[src/rtl/voice_sync_fifo_pkg.sv]
// Shared types, defaults and helpers for the voice sample FIFO.
package voice_sync_fifo_pkg;

  // Default geometry for voice sample buffers: 8 entries of 8 bits.
  localparam int unsigned VOICE_ASIZE = 3;
  localparam int unsigned VOICE_DSIZE = 8;

  // Ceiling log2; returns the bit count needed to encode values 0..value-1.
  function automatic int unsigned clog2(input int unsigned value);
    int unsigned r;
    r = 0;
    for (int unsigned i = 0; i < 32; i++) begin
      if ((64'(1) << i) < 64'(value)) r = i + 1;
    end
    return r;
  endfunction

endpackage

[src/rtl/voice_sync_fifo_if.sv]
// Handshake, data and status bundle between the FIFO and its neighbours.
interface voice_sync_fifo_if
  import voice_sync_fifo_pkg::*;
#(
  parameter int unsigned ASIZE = VOICE_ASIZE,
  parameter int unsigned DSIZE = VOICE_DSIZE
) ();

  logic             i_wr_valid;
  logic             o_wr_ready;
  logic [DSIZE-1:0] i_wr_data;
  logic             o_rd_valid;
  logic             i_rd_ready;
  logic [DSIZE-1:0] o_rd_data;
  logic             o_full;
  logic             o_empty;
  logic             o_afull;
  logic             o_aempty;
  logic [ASIZE:0]   o_count;
  logic             o_ovf;
  logic             o_unf;
  logic             i_clr_err;

  // FIFO side
  modport slave (
    input  i_wr_valid, i_wr_data, i_rd_ready, i_clr_err,
    output o_wr_ready, o_rd_valid, o_rd_data, o_full, o_empty,
           o_afull, o_aempty, o_count, o_ovf, o_unf
  );

  // Producer/consumer side
  modport master (
    output i_wr_valid, i_wr_data, i_rd_ready, i_clr_err,
    input  o_wr_ready, o_rd_valid, o_rd_data, o_full, o_empty,
           o_afull, o_aempty, o_count, o_ovf, o_unf
  );

endinterface

[src/rtl/voice_sync_fifo_dualram.sv]
// Storage array: synchronous write port, asynchronous read port.
module voice_sync_fifo_dualram #(
  parameter int unsigned ASIZE = 3,
  parameter int unsigned DSIZE = 8
) (
  input  logic             clk_i,
  input  logic             we_i,
  input  logic [ASIZE-1:0] wr_addr_i,
  input  logic [DSIZE-1:0] wr_data_i,
  input  logic [ASIZE-1:0] rd_addr_i,
  output logic [DSIZE-1:0] rd_data_o
);

  localparam int unsigned DEPTH = 1 << ASIZE;

  logic [DSIZE-1:0] mem_q [DEPTH];

  // Write port; contents deliberately survive reset
  always_ff @(posedge clk_i) begin
    if (we_i) mem_q[wr_addr_i] <= wr_data_i;
  end

  // Read port is combinational so the head word falls through
  assign rd_data_o = mem_q[rd_addr_i];

endmodule

[src/rtl/voice_sync_fifo.sv]
// First-word-fall-through FIFO: pointers, occupancy, flags and sticky errors.
module voice_sync_fifo
  import voice_sync_fifo_pkg::*;
#(
  parameter int unsigned ASIZE     = VOICE_ASIZE,
  parameter int unsigned DSIZE     = VOICE_DSIZE,
  parameter int unsigned AFULL_TH  = 6,
  parameter int unsigned AEMPTY_TH = 1
) (
  input  logic               i_clk,
  input  logic               i_rst_n,
  voice_sync_fifo_if.slave   bus
);

  localparam int unsigned DEPTH = 1 << ASIZE;
  // Pointer/count width: one wrap bit above the storage address
  localparam int unsigned CW    = clog2(DEPTH + 1);

  logic          push;
  logic          pop;
  logic [CW-1:0] wr_ptr_q, wr_ptr_d;
  logic [CW-1:0] rd_ptr_q, rd_ptr_d;
  logic [CW-1:0] count_q, count_d;
  logic          full_q, full_d;
  logic          empty_q, empty_d;
  logic          afull_q, afull_d;
  logic          aempty_q, aempty_d;
  logic          ovf_q, ovf_d;
  logic          unf_q, unf_d;

  // Accepted transfers; rejected requests never reach the pointers
  always_comb begin
    push = bus.i_wr_valid & ~full_q;
    pop  = bus.i_rd_ready & ~empty_q;
  end

  // Next pointers, occupancy, flags and sticky errors
  always_comb begin
    wr_ptr_d = wr_ptr_q + CW'(push);
    rd_ptr_d = rd_ptr_q + CW'(pop);

    count_d = count_q;
    if (push && !pop)      count_d = count_q + CW'(1);
    else if (pop && !push) count_d = count_q - CW'(1);

    empty_d  = (wr_ptr_d == rd_ptr_d);
    full_d   = (wr_ptr_d[ASIZE-1:0] == rd_ptr_d[ASIZE-1:0]) &&
               (wr_ptr_d[ASIZE] != rd_ptr_d[ASIZE]);
    afull_d  = (count_d >= CW'(AFULL_TH));
    aempty_d = (count_d <= CW'(AEMPTY_TH));

    // A new error event in the same cycle beats the clear
    ovf_d = ovf_q;
    unf_d = unf_q;
    if (bus.i_clr_err) begin
      ovf_d = 1'b0;
      unf_d = 1'b0;
    end
    if (bus.i_wr_valid && full_q)  ovf_d = 1'b1;
    if (bus.i_rd_ready && empty_q) unf_d = 1'b1;
  end

  // State registers; reset drops all queued entries at once
  always_ff @(posedge i_clk or negedge i_rst_n) begin
    if (!i_rst_n) begin
      wr_ptr_q <= '0;
      rd_ptr_q <= '0;
      count_q  <= '0;
      full_q   <= 1'b0;
      empty_q  <= 1'b1;
      afull_q  <= 1'b0;
      aempty_q <= 1'b1;
      ovf_q    <= 1'b0;
      unf_q    <= 1'b0;
    end else begin
      wr_ptr_q <= wr_ptr_d;
      rd_ptr_q <= rd_ptr_d;
      count_q  <= count_d;
      full_q   <= full_d;
      empty_q  <= empty_d;
      afull_q  <= afull_d;
      aempty_q <= aempty_d;
      ovf_q    <= ovf_d;
      unf_q    <= unf_d;
    end
  end

  voice_sync_fifo_dualram #(
    .ASIZE (ASIZE),
    .DSIZE (DSIZE)
  ) u_ram (
    .clk_i     (i_clk),
    .we_i      (push),
    .wr_addr_i (wr_ptr_q[ASIZE-1:0]),
    .wr_data_i (bus.i_wr_data),
    .rd_addr_i (rd_ptr_q[ASIZE-1:0]),
    .rd_data_o (bus.o_rd_data)
  );

  // Status outputs straight from registers
  assign bus.o_full     = full_q;
  assign bus.o_empty    = empty_q;
  assign bus.o_wr_ready = ~full_q;
  assign bus.o_rd_valid = ~empty_q;
  assign bus.o_afull    = afull_q;
  assign bus.o_aempty   = aempty_q;
  assign bus.o_count    = count_q;
  assign bus.o_ovf      = ovf_q;
  assign bus.o_unf      = unf_q;

endmodule

[src/flat_wrapper.sv]
// flat-port wrapper written by rule: the top's interface ports become plain ports
module voice_sync_fifo_flat import voice_sync_fifo_pkg::*;
#(
  parameter int unsigned ASIZE     = VOICE_ASIZE,
  parameter int unsigned DSIZE     = VOICE_DSIZE,
  parameter int unsigned AFULL_TH  = 6,
  parameter int unsigned AEMPTY_TH = 1
)
  (i_clk, i_rst_n, bus_i_wr_valid, bus_i_wr_data, bus_i_rd_ready, bus_i_clr_err, bus_o_wr_ready, bus_o_rd_valid, bus_o_rd_data, bus_o_full, bus_o_empty, bus_o_afull, bus_o_aempty, bus_o_count, bus_o_ovf, bus_o_unf);
  voice_sync_fifo_if #(.ASIZE(ASIZE), .DSIZE(DSIZE)) bus_i ();
  input  logic i_clk;
  input  logic i_rst_n;
  input wire logic [$bits(bus_i.i_wr_valid)-1:0] bus_i_wr_valid;
  input wire logic [$bits(bus_i.i_wr_data)-1:0] bus_i_wr_data;
  input wire logic [$bits(bus_i.i_rd_ready)-1:0] bus_i_rd_ready;
  input wire logic [$bits(bus_i.i_clr_err)-1:0] bus_i_clr_err;
  output wire logic [$bits(bus_i.o_wr_ready)-1:0] bus_o_wr_ready;
  output wire logic [$bits(bus_i.o_rd_valid)-1:0] bus_o_rd_valid;
  output wire logic [$bits(bus_i.o_rd_data)-1:0] bus_o_rd_data;
  output wire logic [$bits(bus_i.o_full)-1:0] bus_o_full;
  output wire logic [$bits(bus_i.o_empty)-1:0] bus_o_empty;
  output wire logic [$bits(bus_i.o_afull)-1:0] bus_o_afull;
  output wire logic [$bits(bus_i.o_aempty)-1:0] bus_o_aempty;
  output wire logic [$bits(bus_i.o_count)-1:0] bus_o_count;
  output wire logic [$bits(bus_i.o_ovf)-1:0] bus_o_ovf;
  output wire logic [$bits(bus_i.o_unf)-1:0] bus_o_unf;
  assign bus_i.i_wr_valid = bus_i_wr_valid;
  assign bus_i.i_wr_data = bus_i_wr_data;
  assign bus_i.i_rd_ready = bus_i_rd_ready;
  assign bus_i.i_clr_err = bus_i_clr_err;
  assign bus_o_wr_ready = bus_i.o_wr_ready;
  assign bus_o_rd_valid = bus_i.o_rd_valid;
  assign bus_o_rd_data = bus_i.o_rd_data;
  assign bus_o_full = bus_i.o_full;
  assign bus_o_empty = bus_i.o_empty;
  assign bus_o_afull = bus_i.o_afull;
  assign bus_o_aempty = bus_i.o_aempty;
  assign bus_o_count = bus_i.o_count;
  assign bus_o_ovf = bus_i.o_ovf;
  assign bus_o_unf = bus_i.o_unf;
  voice_sync_fifo #(.ASIZE(ASIZE), .DSIZE(DSIZE), .AFULL_TH(AFULL_TH), .AEMPTY_TH(AEMPTY_TH)) u_core (.i_clk(i_clk), .i_rst_n(i_rst_n), .bus(bus_i));
endmodule
[config.mk]
export PLATFORM = sky130hd
export DESIGN_NAME = voice_sync_fifo_flat
export DESIGN_NICKNAME = d
export VERILOG_FILES = /design/src/rtl/voice_sync_fifo_pkg.sv /design/src/rtl/voice_sync_fifo_if.sv /design/src/rtl/voice_sync_fifo_dualram.sv /design/src/rtl/voice_sync_fifo.sv /design/src/flat_wrapper.sv
export SDC_FILE = /design/constraint.sdc
export NUM_CORES = 1
export LEC_CHECK = 0
export CORE_ASPECT_RATIO = 0.7
export CORE_MARGIN = 2
export CORE_UTILIZATION = 30
export CTS_BUF_LIST = sky130_fd_sc_hd__clkbuf_8
export DETAILED_ROUTE_END_ITERATION = 10
export GPL_TIMING_DRIVEN = 0
export PLACE_DENSITY = 0.48
export SYNTH_ARGS = -nofsm -noshare
export SYNTH_HDL_FRONTEND = slang
export SYNTH_SLANG_ARGS = --single-unit
[constraint.sdc]
create_clock -name i_clk -period 2.9 [get_ports i_clk]
set_input_delay 0.435 -clock i_clk [delete_from_list [all_inputs] [get_ports i_clk]]
set_output_delay 0.435 -clock i_clk [all_outputs]
set_load 0.005 [all_outputs]
# Word level (Yosys, flattened, before mapping)
# Memory sizes are Yosys's and may differ from the RTL's.
# Index checks and enable logic that the tools add are counted.
[op_classes] add_sub_neg=4 n_mux=7 eq_ne=3 magnitude_cmp=2 reduce_logical=9 bitwise=4
[op_table] cell="adder 4 x 1 -> 4 bit" n=2
[op_table] cell="2-to-1 mux 4 bit" n=2
[op_table] cell="logical AND 1 bit" n=5
[op_table] cell="2-to-1 mux 1 bit" n=5
[op_table] cell="adder 4 x 1 -> 4 bit, second input constant" n=1
[op_table] cell="equality test 4 bit" n=1
[op_table] cell=">= comparator 4 x 3 -> 1 bit, second input constant" n=1
[op_table] cell="less-or-equal comparator 4 x 1 -> 1 bit, second input constant" n=1
[op_table] cell="nonzero test 2 bit" n=2
[op_table] cell="subtractor 4 x 1 -> 4 bit, second input constant" n=1
[op_table] cell="equality test 3 bit" n=1
[op_table] cell="bitwise AND 1 bit" n=2
[op_table] cell="zero test 1 bit" n=2
[op_table] cell="NOT 1 bit" n=2
[op_table] cell="inequality test 1 bit" n=1
[totals] elab_cells=39 mem_count=1 inputBits=13 mem_bits_rw=64 reg_bits=18
[mem_list] name="u_core.u_ram.mem_q" depth=8 word_bits=8 rd=1 rd_ports_with_merged_regs=0 wr=1 line="voice_sync_fifo_dualram.sv:16" rtl="logic [DSIZE-1:0] mem_q [DEPTH];"

# Longest topological paths before layout
# Gate-level depths: netlist of the first run.
[depth] depth_word=7 ltp_mapped=9 depth_no_buf=8

# Cells and area by module
# A second synthesis of the first run with hierarchy kept.
[hier_totals] hier_cells=173 hier_area_um2=3400.8
[modules_own_cells] module="voice_sync_fifo_dualram" cells_each=106 seq_area_each_um2=1921.8 instances=1 area_each_um2=2531.2
[modules_own_cells] module="voice_sync_fifo" cells_each=67 seq_area_each_um2=452.9 instances=1 area_each_um2=869.6

# Worst setup path before layout of the first run
# Ideal clock, no wire load.
[synth_timing] path_kind="register to register" from="reg u_core.empty_q (netlist: u_core.bus.o_empty)" to="reg u_core.full_q (netlist: u_core.bus.o_full)" t_arrival_ns=1.996 required_time_ns=2.827 stages_incl_launch_ff=9 period_less_slack_ns=2.069 setup_slack_ns=0.831 setup_ns=0.073 cell_sequence="dfstp_2 -> nand2b_1 -> inv_2 -> ha_1 -> ha_1 -> xor2_1 -> xor2_1 -> or3_1 -> nor2b_1"
[synth_via] elab_chain_cells=5
[synth_rtl] item="start, declared" line="voice_sync_fifo.sv:25" rtl="logic empty_q, empty_d;"
[synth_rtl] item="start signal, assigned" line="voice_sync_fifo.sv:80" rtl="empty_q <= empty_d;"
[synth_rtl] item="NOT 1 bit" line="voice_sync_fifo.sv:34" rtl="pop = bus.i_rd_ready & ~empty_q;"
[synth_rtl] item="bitwise AND 1 bit" line="voice_sync_fifo.sv:34"
[synth_rtl] item="adder 4 x 1 -> 4 bit" line="voice_sync_fifo.sv:40" rtl="rd_ptr_d = rd_ptr_q + CW'(pop);"
[synth_rtl] item="net u_core.rd_ptr_d[2]" line="voice_sync_fifo.sv:22" rtl="logic [CW-1:0] rd_ptr_q, rd_ptr_d;"
[synth_rtl] item="equality test 3 bit" line="voice_sync_fifo.sv:47" rtl="full_d = (wr_ptr_d[ASIZE-1:0] == rd_ptr_d[ASIZE-1:0]) &&"
[synth_rtl] item="logical AND 1 bit" line="voice_sync_fifo.sv:47"
[synth_rtl] item="net u_core.full_d" line="voice_sync_fifo.sv:24" rtl="logic full_q, full_d;"
[synth_rtl] item="end signal, assigned" line="voice_sync_fifo.sv:79" rtl="full_q <= full_d;"
[synth_rtl] item="end, declared" line="voice_sync_fifo.sv:24"
# The timed path passes the listed nets, and every way through them passes these cells.
# A chain may end at the register's enable or synchronous reset.

# Worst setup path after layout of the first run
[layout_timing] from="reg u_core.rd_ptr_q[0]" to="out bus_o_rd_data[0]"
[layout_via] elab_chain_cells=1
[layout_rtl] item="start, declared" line="voice_sync_fifo.sv:22"
[layout_rtl] item="start signal, assigned" line="voice_sync_fifo.sv:77" rtl="rd_ptr_q <= rd_ptr_d;"
[layout_rtl] item="memory read (8 x 8 bit)"
[layout_rtl] item="end, declared" line="flat_wrapper.sv:19" rtl="output wire logic [$bits(bus_i.o_rd_data)-1:0] bus_o_rd_data;"
# Every way passes these cells.

==> results of run 1 <==
## metrics by stage
stage	hold slack, ns	setup TNS [ns]	total power (uW)	instances
final	0.512	0	3980	385
after floorplan	0.139	0	2520	183
after detailed placement	0.501	0	3150	369
after global routing	0.549	0	4230	385
after CTS	0.521	0	4020	385
after global placement	0.494	-2.40	3120	368
## per-layer routing
metal	vias up	wire, um
met5	-	0
met4	0	47
met3	5	263
met2	32	2810
met1	860	3430
li1	795	-
## sequential cells by signal, summed over array words and instances, names as in the netlist
signal,count
u_core.wr_ptr_q,4
u_core.bus.o_empty,1
u_core.u_ram.mem_q,64
u_core.rd_ptr_q,4
u_core.bus.o_unf,1
u_core.bus.o_full,1
u_core.bus.o_count,4
u_core.bus.o_ovf,1
u_core.bus.o_afull,1
u_core.bus.o_aempty,1
## logic make-up after synthesis
group	count (synthesis)	synth area share, %
and+or+nand+nor	36	5.96
xor gates and xnor gates	9	2.37
muxes	24	13.6
AOI/OAI and AO/OA	9	1.66
adders and majority gates	6	2.26
buffers and inverters	17	2.64
DFF	82	71.5
## critical path, stage by stage (launching register included)
cell                              delay [ns]
sky130_fd_sc_hd__dfrtp_1                0.37
sky130_fd_sc_hd__buf_6                  0.19
sky130_fd_sc_hd__buf_8                  0.19
sky130_fd_sc_hd__mux4_2                 0.52
sky130_fd_sc_hd__mux2_2                 0.29
sky130_fd_sc_hd__clkdlybuf4s50_1        0.45
## layout by cell type, fill, tap and decap left out
master	count
sky130_fd_sc_hd__bufinv_16	2
sky130_fd_sc_hd__a21oi_1	3
sky130_fd_sc_hd__clkdlybuf4s50_1	32
sky130_fd_sc_hd__o21ai_0	3
sky130_fd_sc_hd__mux2_2	8
sky130_fd_sc_hd__nand4_2	1
sky130_fd_sc_hd__nor2_1	7
sky130_fd_sc_hd__inv_1	13
sky130_fd_sc_hd__dfstp_2	2
sky130_fd_sc_hd__nand3_1	5
sky130_fd_sc_hd__o211ai_1	1
sky130_fd_sc_hd__mux4_2	16
sky130_fd_sc_hd__buf_4	1
sky130_fd_sc_hd__nand2_1	4
sky130_fd_sc_hd__clkbuf_8	9
sky130_fd_sc_hd__nand2b_1	4
sky130_fd_sc_hd__buf_2	2
sky130_fd_sc_hd__xnor2_1	1
sky130_fd_sc_hd__and3_1	2
sky130_fd_sc_hd__nor3_2	4
sky130_fd_sc_hd__clkinv_2	1
sky130_fd_sc_hd__nor4_1	1
sky130_fd_sc_hd__or4_4	1
sky130_fd_sc_hd__xor2_1	8
sky130_fd_sc_hd__edfxtp_1	64
sky130_fd_sc_hd__inv_4	1
sky130_fd_sc_hd__inv_2	1
sky130_fd_sc_hd__nor4_2	1
sky130_fd_sc_hd__o32ai_1	1
sky130_fd_sc_hd__dfrtp_1	16
sky130_fd_sc_hd__a211o_1	1
sky130_fd_sc_hd__buf_6	2
sky130_fd_sc_hd__nor2b_1	1
sky130_fd_sc_hd__nor3_1	1
sky130_fd_sc_hd__or2_1	1
sky130_fd_sc_hd__clkbuf_4	1
sky130_fd_sc_hd__ha_1	6
sky130_fd_sc_hd__nand3b_1	1
sky130_fd_sc_hd__or3_1	2
sky130_fd_sc_hd__buf_8	1
## layout make-up
cell class,count,area share [%]
Sequential cell,82,58.2
Multi-Input combinational cell,84,21.6
Timing Repair Buffer,33,8.03
Tap cell,153,4.69
Clock buffer,9,3.04
Clock inverter,7,1.96
Buffer,6,1.35
Inverter,11,1.07
## power by group through the flow
| stage | registers, uW | clock network (uW) | logic (uW) |
|---|---|---|---|
| 6_report | 1650 | 860 | 1460 |
| 5_1_grt | 1680 | 936 | 1610 |
| 3_3_place_gp | 1670 | 0 | 1450 |
| 2_1_floorplan | 1650 | 0 | 877 |
| 3_5_place_dp | 1680 | 0 | 1460 |
| 4_1_cts | 1660 | 881 | 1490 |
## how the worst max path moves through the flow
stage | slack [ns] | cells after the start | endpoint
2_1_floorplan | 0.83 | 8 | u_core.bus.o_full
3_3_place_gp | -0.26 | 4 | u_core.u_ram.mem_q[0][3]
3_5_place_dp | 0.11 | 5 | bus_o_rd_data[0]
4_1_cts | 0.01 | 5 | bus_o_rd_data[0]
5_1_grt | 0.001 | 5 | bus_o_rd_data[0]
6_report | 0.1 | 5 | bus_o_rd_data[0]
## what timing repair did
action | in CTS | in global routing
hold buffers | 0 | 0
setup endpoints to repair | 8 | 7
setup buffers | 0 | 0
resized for setup | 3 | 1
pin swaps | 0 | 0
gates cloned | 0 | 0
==> reports/qor.csv, run 1 <==
metric;value;unit
status;complete, no violations;
area of the multi-input gates;883;um^2
met2 track utilization from global routing;16.4;%
TritonCTS Buffers;9;
Min Clock Period, post-route;2.80;ns
primary flip-flop cell chosen by synthesis mapping;sky130_fd_sc_hd__edfxtp_1;
Post-Synthesis Cells;183;
reg2reg path depth;8;
drt total wl;6550;um
number of enable flip-flop cells after synthesis;64;
number of flip-flops and latches in the synthesized netlist;82;
Hold Path Cell Cnt;2;
final global-route overflow total;0;
number of routed nets with antenna violations;0;
Reg power frac;41.6;%
fraction of registers with async set/reset;22.0;%
first-pass GRT wire length;9960;um
worst reg2reg path endpoint;u_core.bus.o_full;
ratio of cells with drive above 1 in the final layout;23.3;%
CTS tree;yes;
post-route setup slack;0.0981;ns
net switching power figure;1190;uW
total power per unit cell area;975;nW/um^2
number of primary I/O pins;33;
post-DP HPWL;4280;um
DRC marker count from the first detailed-route iteration;98;
peak fanout along the critical path;10;
x dimension of the die;130;um
Vias per Instance;4.39;
Yosys warning total;0;
Post-Place Setup Slack;0.108;ns
1st-pass router iterations;4;
proportion of power drawn by the clock network;21.6;%
maximum number of pins on one net before global-route repair;19;
worst hold path type;flip-flop to flip-flop;
Die Height;92.0;um
vias in the first global route;1671;
reg2reg setup slack;0.55;ns
final standard cell utilization of the core;37.5;%
library cell with the highest instance count after synthesis;sky130_fd_sc_hd__edfxtp_1;
finished layout cell area;4080;um^2
setup skew after layout;0.00658;ns
synthesized area per cell;18.1;um^2
number of vias after detailed routing;1692;
number of antenna violations at the first check in global routing;0;
layout overhead on the synthesized area;22.9;%
GR met3 Demand/Resource;4.90;%
sequential-to-total area share from yosys stat;71.5;%
kind of end point of the critical path;primary output;
launching instance or port of the critical path;u_core.rd_ptr_q[0];
Residual DRC;0;
cell type contributing the most total cell area after synthesis;sky130_fd_sc_hd__edfxtp_1;
drt wl/cell;17.0;um
Total Nets Final;246;
setup repair after global routing missed its margin;false;
Die Outline Area;11900;um^2
sort of element at the start of the critical path;flip-flop;
worst-margin pin slew;0.992;ns
required time of the critical path;2.47;ns
Placer Congestion;0.704;
leading cell types by total area after synthesis;sky130_fd_sc_hd__edfxtp_1 (58%), sky130_fd_sc_hd__dfrtp_1 (12%), sky130_fd_sc_hd__mux4_2 (11%);
standard-cell rows;32;
number of buffer cells added on primary ports;32;
origin of the critical flop-to-flop path;u_core.bus.o_empty;
area share of the largest cell type after synthesis;57.9;%
diode insertion count for antenna repair;0;
final count of hold timing violations;0;
Slew headroom;33.7;%
Internal Dissipation;2790;uW
WHS Endpoint;u_core.rd_ptr_q[3];
static power due to leakage;0.00142;uW
leading post-synthesis cells by instance count;sky130_fd_sc_hd__edfxtp_1 (64), sky130_fd_sc_hd__dfrtp_1 (16), sky130_fd_sc_hd__mux4_2 (16), sky130_fd_sc_hd__inv_1 (9);
path type of the worst setup path;flip-flop to primary output;
post-synth net total;202;
number of fill cells in the layout;1051;
power share of the combinational group;36.8;%
source of the worst hold timing path;u_core.rd_ptr_q[3];
clock network latency to the later pin of the worst-skew pair;0.35;ns
largest voltage drop on the vdd net;0.281;mV
CTS H-tree depth;3;
clock slew at reported path FFs;0.07;ns
count of max-cap constraint violations;0;
effective utilization at floorplan;30.5;%
Root Buffer Master;sky130_fd_sc_hd__clkbuf_8;
placement-stage cell area;3860;um^2
met1 Track Usage GR;17.5;%
maximum frequency from static timing analysis;357;MHz
clock sink count;82;
Worst EP arrival;2.37;ns
area of the core;10900;um^2
switching share of total power;29.8;%
synthesized area;3320;um^2
# setup viols final;0;
share of the cycle needed by the critical path after routing;96.6;%
Final Max Slew Viols;0;
number of library cell types mapped by synthesis;33;
total global routing track utilization;11.8;%
FF+latch area;2370;um^2
maximum buffer depth of the clock tree;2;
busiest layer in global routing;met1;
Power figures use the tool's default switching activity.
==> run 2: changes to the inputs <==
--- a/config.mk
+++ b/config.mk
@@ -11,7 +11,7 @@
 export CTS_BUF_LIST = sky130_fd_sc_hd__clkbuf_8
 export DETAILED_ROUTE_END_ITERATION = 10
 export GPL_TIMING_DRIVEN = 0
-export PLACE_DENSITY = 0.48
+export PLACE_DENSITY = 0.45
 export SYNTH_ARGS = -nofsm -noshare
 export SYNTH_HDL_FRONTEND = slang
 export SYNTH_SLANG_ARGS = --single-unit
==> reports/qor.csv, run 2 (synthesis results as in run 1) <==
metric;value;unit
clock sink count;82;
number of vias after detailed routing;1661;
largest voltage drop on the vdd net;0.419;mV
Hold Path Cell Cnt;2;
static power due to leakage;0.00139;uW
worst-margin pin slew;0.958;ns
standard-cell rows;32;
post-DP HPWL;4320;um
vias in the first global route;1741;
placement-stage cell area;3860;um^2
sort of element at the start of the critical path;flip-flop;
WHS Endpoint;u_core.wr_ptr_q[3];
TritonCTS Buffers;9;
flip-flop count of the largest register after layout;64;
layout overhead on the synthesized area;21.8;%
Slew headroom;35.8;%
number of primary I/O pins;33;
number of fill cells in the layout;1044;
share of the cycle needed by the critical path after routing;95.5;%
first-pass GRT wire length;10500;um
Die Outline Area;11900;um^2
kind of end point of the critical path;primary output;
net switching power figure;1200;uW
1st-pass router iterations;4;
total global routing track utilization;12.7;%
Residual DRC;0;
path type of the worst setup path;flip-flop to primary output;
Final Max Slew Viols;0;
maximum number of pins on one net before global-route repair;19;
worst reg2reg path endpoint;u_core.bus.o_full;
count of max-cap constraint violations;0;
number of routed nets with antenna violations;0;
area of the core;10900;um^2
CTS H-tree depth;3;
Root Buffer Master;sky130_fd_sc_hd__clkbuf_8;
Die Height;92.0;um
x dimension of the die;130;um
register bank with the most flops;u_core.u_ram.mem_q;
total power per unit cell area;946;nW/um^2
peak fanout along the critical path;10;
setup skew after layout;0.00970;ns
Reg power frac;43.3;%
setup repair after global routing missed its margin;false;
DRC marker count from the first detailed-route iteration;140;
maximum buffer depth of the clock tree;2;
diode insertion count for antenna repair;0;
CTS tree;yes;
most common cell after layout, fill and taps aside;sky130_fd_sc_hd__edfxtp_1;
Vias per Instance;4.31;
effective utilization at floorplan;30.5;%
number of antenna violations at the first check in global routing;0;
clock network latency to the later pin of the worst-skew pair;0.36;ns
clock slew at reported path FFs;0.08;ns
highest-count cells in the layout ignoring fill and taps;sky130_fd_sc_hd__edfxtp_1 (64), sky130_fd_sc_hd__clkdlybuf4s50_1 (32), sky130_fd_sc_hd__mux4_2 (16), sky130_fd_sc_hd__dfrtp_1 (16), sky130_fd_sc_hd__inv_1 (10);
power share of the combinational group;38.1;%
number of buffer cells added on primary ports;32;
final global-route overflow total;0;
Total Nets Final;246;
Internal Dissipation;2630;uW
source of the worst hold timing path;u_core.wr_ptr_q[3];
reg2reg path depth;8;
CTS hold repair buffers;0;
finished layout cell area;4040;um^2
Min Clock Period, post-route;2.77;ns
final standard cell utilization of the core;37.1;%
final total negative setup slack;0;ns
Placer Congestion;0.724;
drt wl/cell;17.3;um
origin of the critical flop-to-flop path;u_core.bus.o_empty;
worst hold path type;flip-flop to flip-flop;
maximum frequency from static timing analysis;361;MHz
Worst EP arrival;2.33;ns
reg2reg setup slack;0.52;ns
proportion of power drawn by the clock network;18.6;%
final count of hold timing violations;0;
required time of the critical path;2.47;ns
drt total wl;6670;um
# setup viols final;0;
status;complete, no violations;
switching share of total power;31.3;%
ratio of cells with drive above 1 in the final layout;24.1;%
run 2: cell types whose count changed in the layout (fill, tap and decap cells not counted):
cell,change
sky130_fd_sc_hd__buf_12,+1
sky130_fd_sc_hd__buf_4,+1
sky130_fd_sc_hd__buf_8,-1
sky130_fd_sc_hd__bufinv_16,-2
sky130_fd_sc_hd__clkbuf_4,-1
sky130_fd_sc_hd__clkinv_1,+1
sky130_fd_sc_hd__clkinv_2,+2
sky130_fd_sc_hd__clkinvlp_4,+2
sky130_fd_sc_hd__inv_1,-3
run 2: final cells by class:
| cell class | count | area, um^2 | share of cell area, % |
|---|---|---|---|
| Multi-Input combinational cell | 84 | 883 | 21.9 |
| Sequential cell | 82 | 2370 | 58.7 |
| Tap cell | 153 | 191 | 4.74 |
| Buffer | 6 | 60.1 | 1.49 |
| Timing Repair Buffer | 33 | 328 | 8.11 |
| Inverter | 11 | 43.8 | 1.08 |
| Clock buffer | 9 | 124 | 3.06 |
| Clock inverter | 7 | 37.5 | 0.929 |
run 2: timing repair:
item,in CTS,in global routing
hold endpoints to repair,0,0
endpoints found under the setup margin,8,6
setup buffers,0,0
pin swaps,0,0
resized for setup,3,3
run 2: critical path, cell delays in order, from the launching register on:
cell and delay, ns:
sky130_fd_sc_hd__dfrtp_1 0.37, sky130_fd_sc_hd__buf_6 0.18, sky130_fd_sc_hd__buf_12 0.17, sky130_fd_sc_hd__mux4_2 0.51
sky130_fd_sc_hd__mux2_2 0.28, sky130_fd_sc_hd__clkdlybuf4s50_1 0.46
run 2: through the flow:
stage	std cells	power [uW]	setup WS [ns]	hold WS [ns]
3_5_place_dp	369	3140	0.118	0.499
5_1_grt	385	4080	0.00592	0.528
3_3_place_gp	368	3110	-0.466	0.499
6_report	385	3830	0.131	0.512
4_1_cts	385	3880	0.00405	0.519
2_1_floorplan	183	2520	0.831	0.139
run 2: how the worst max path moves through the flow:
stage                                    end               start  cells after the start  slack [ns]
CTS                         bus_o_rd_data[4]  u_core.rd_ptr_q[0]                      5       0.004
global placement    u_core.u_ram.mem_q[0][5]      bus_i_wr_valid                      4       -0.47
floorplan                  u_core.bus.o_full  u_core.bus.o_empty                      8        0.83
finish                      bus_o_rd_data[4]  u_core.rd_ptr_q[0]                      5        0.13
global route                bus_o_rd_data[4]  u_core.rd_ptr_q[0]                      5       0.006
detailed placement          bus_o_rd_data[4]  u_core.rd_ptr_q[1]                      5        0.12
run 2: power by group through the flow:
stage               clock network, uW  logic [uW]  registers (uW)
finish                            710        1460            1660
global route                      791        1610            1690
CTS                               744        1480            1660
detailed placement                  0        1460            1680
global placement                    0        1440            1670
floorplan                           0         877            1650
run 2: routing by layer:
metal	wire length (um)	GRT usage [%]	vias up
li1	-	-	791
met1	3600	19.6	835
met2	2710	16.0	28
met3	289	5.19	7
met4	69	3.67	0
met5	0	0	-
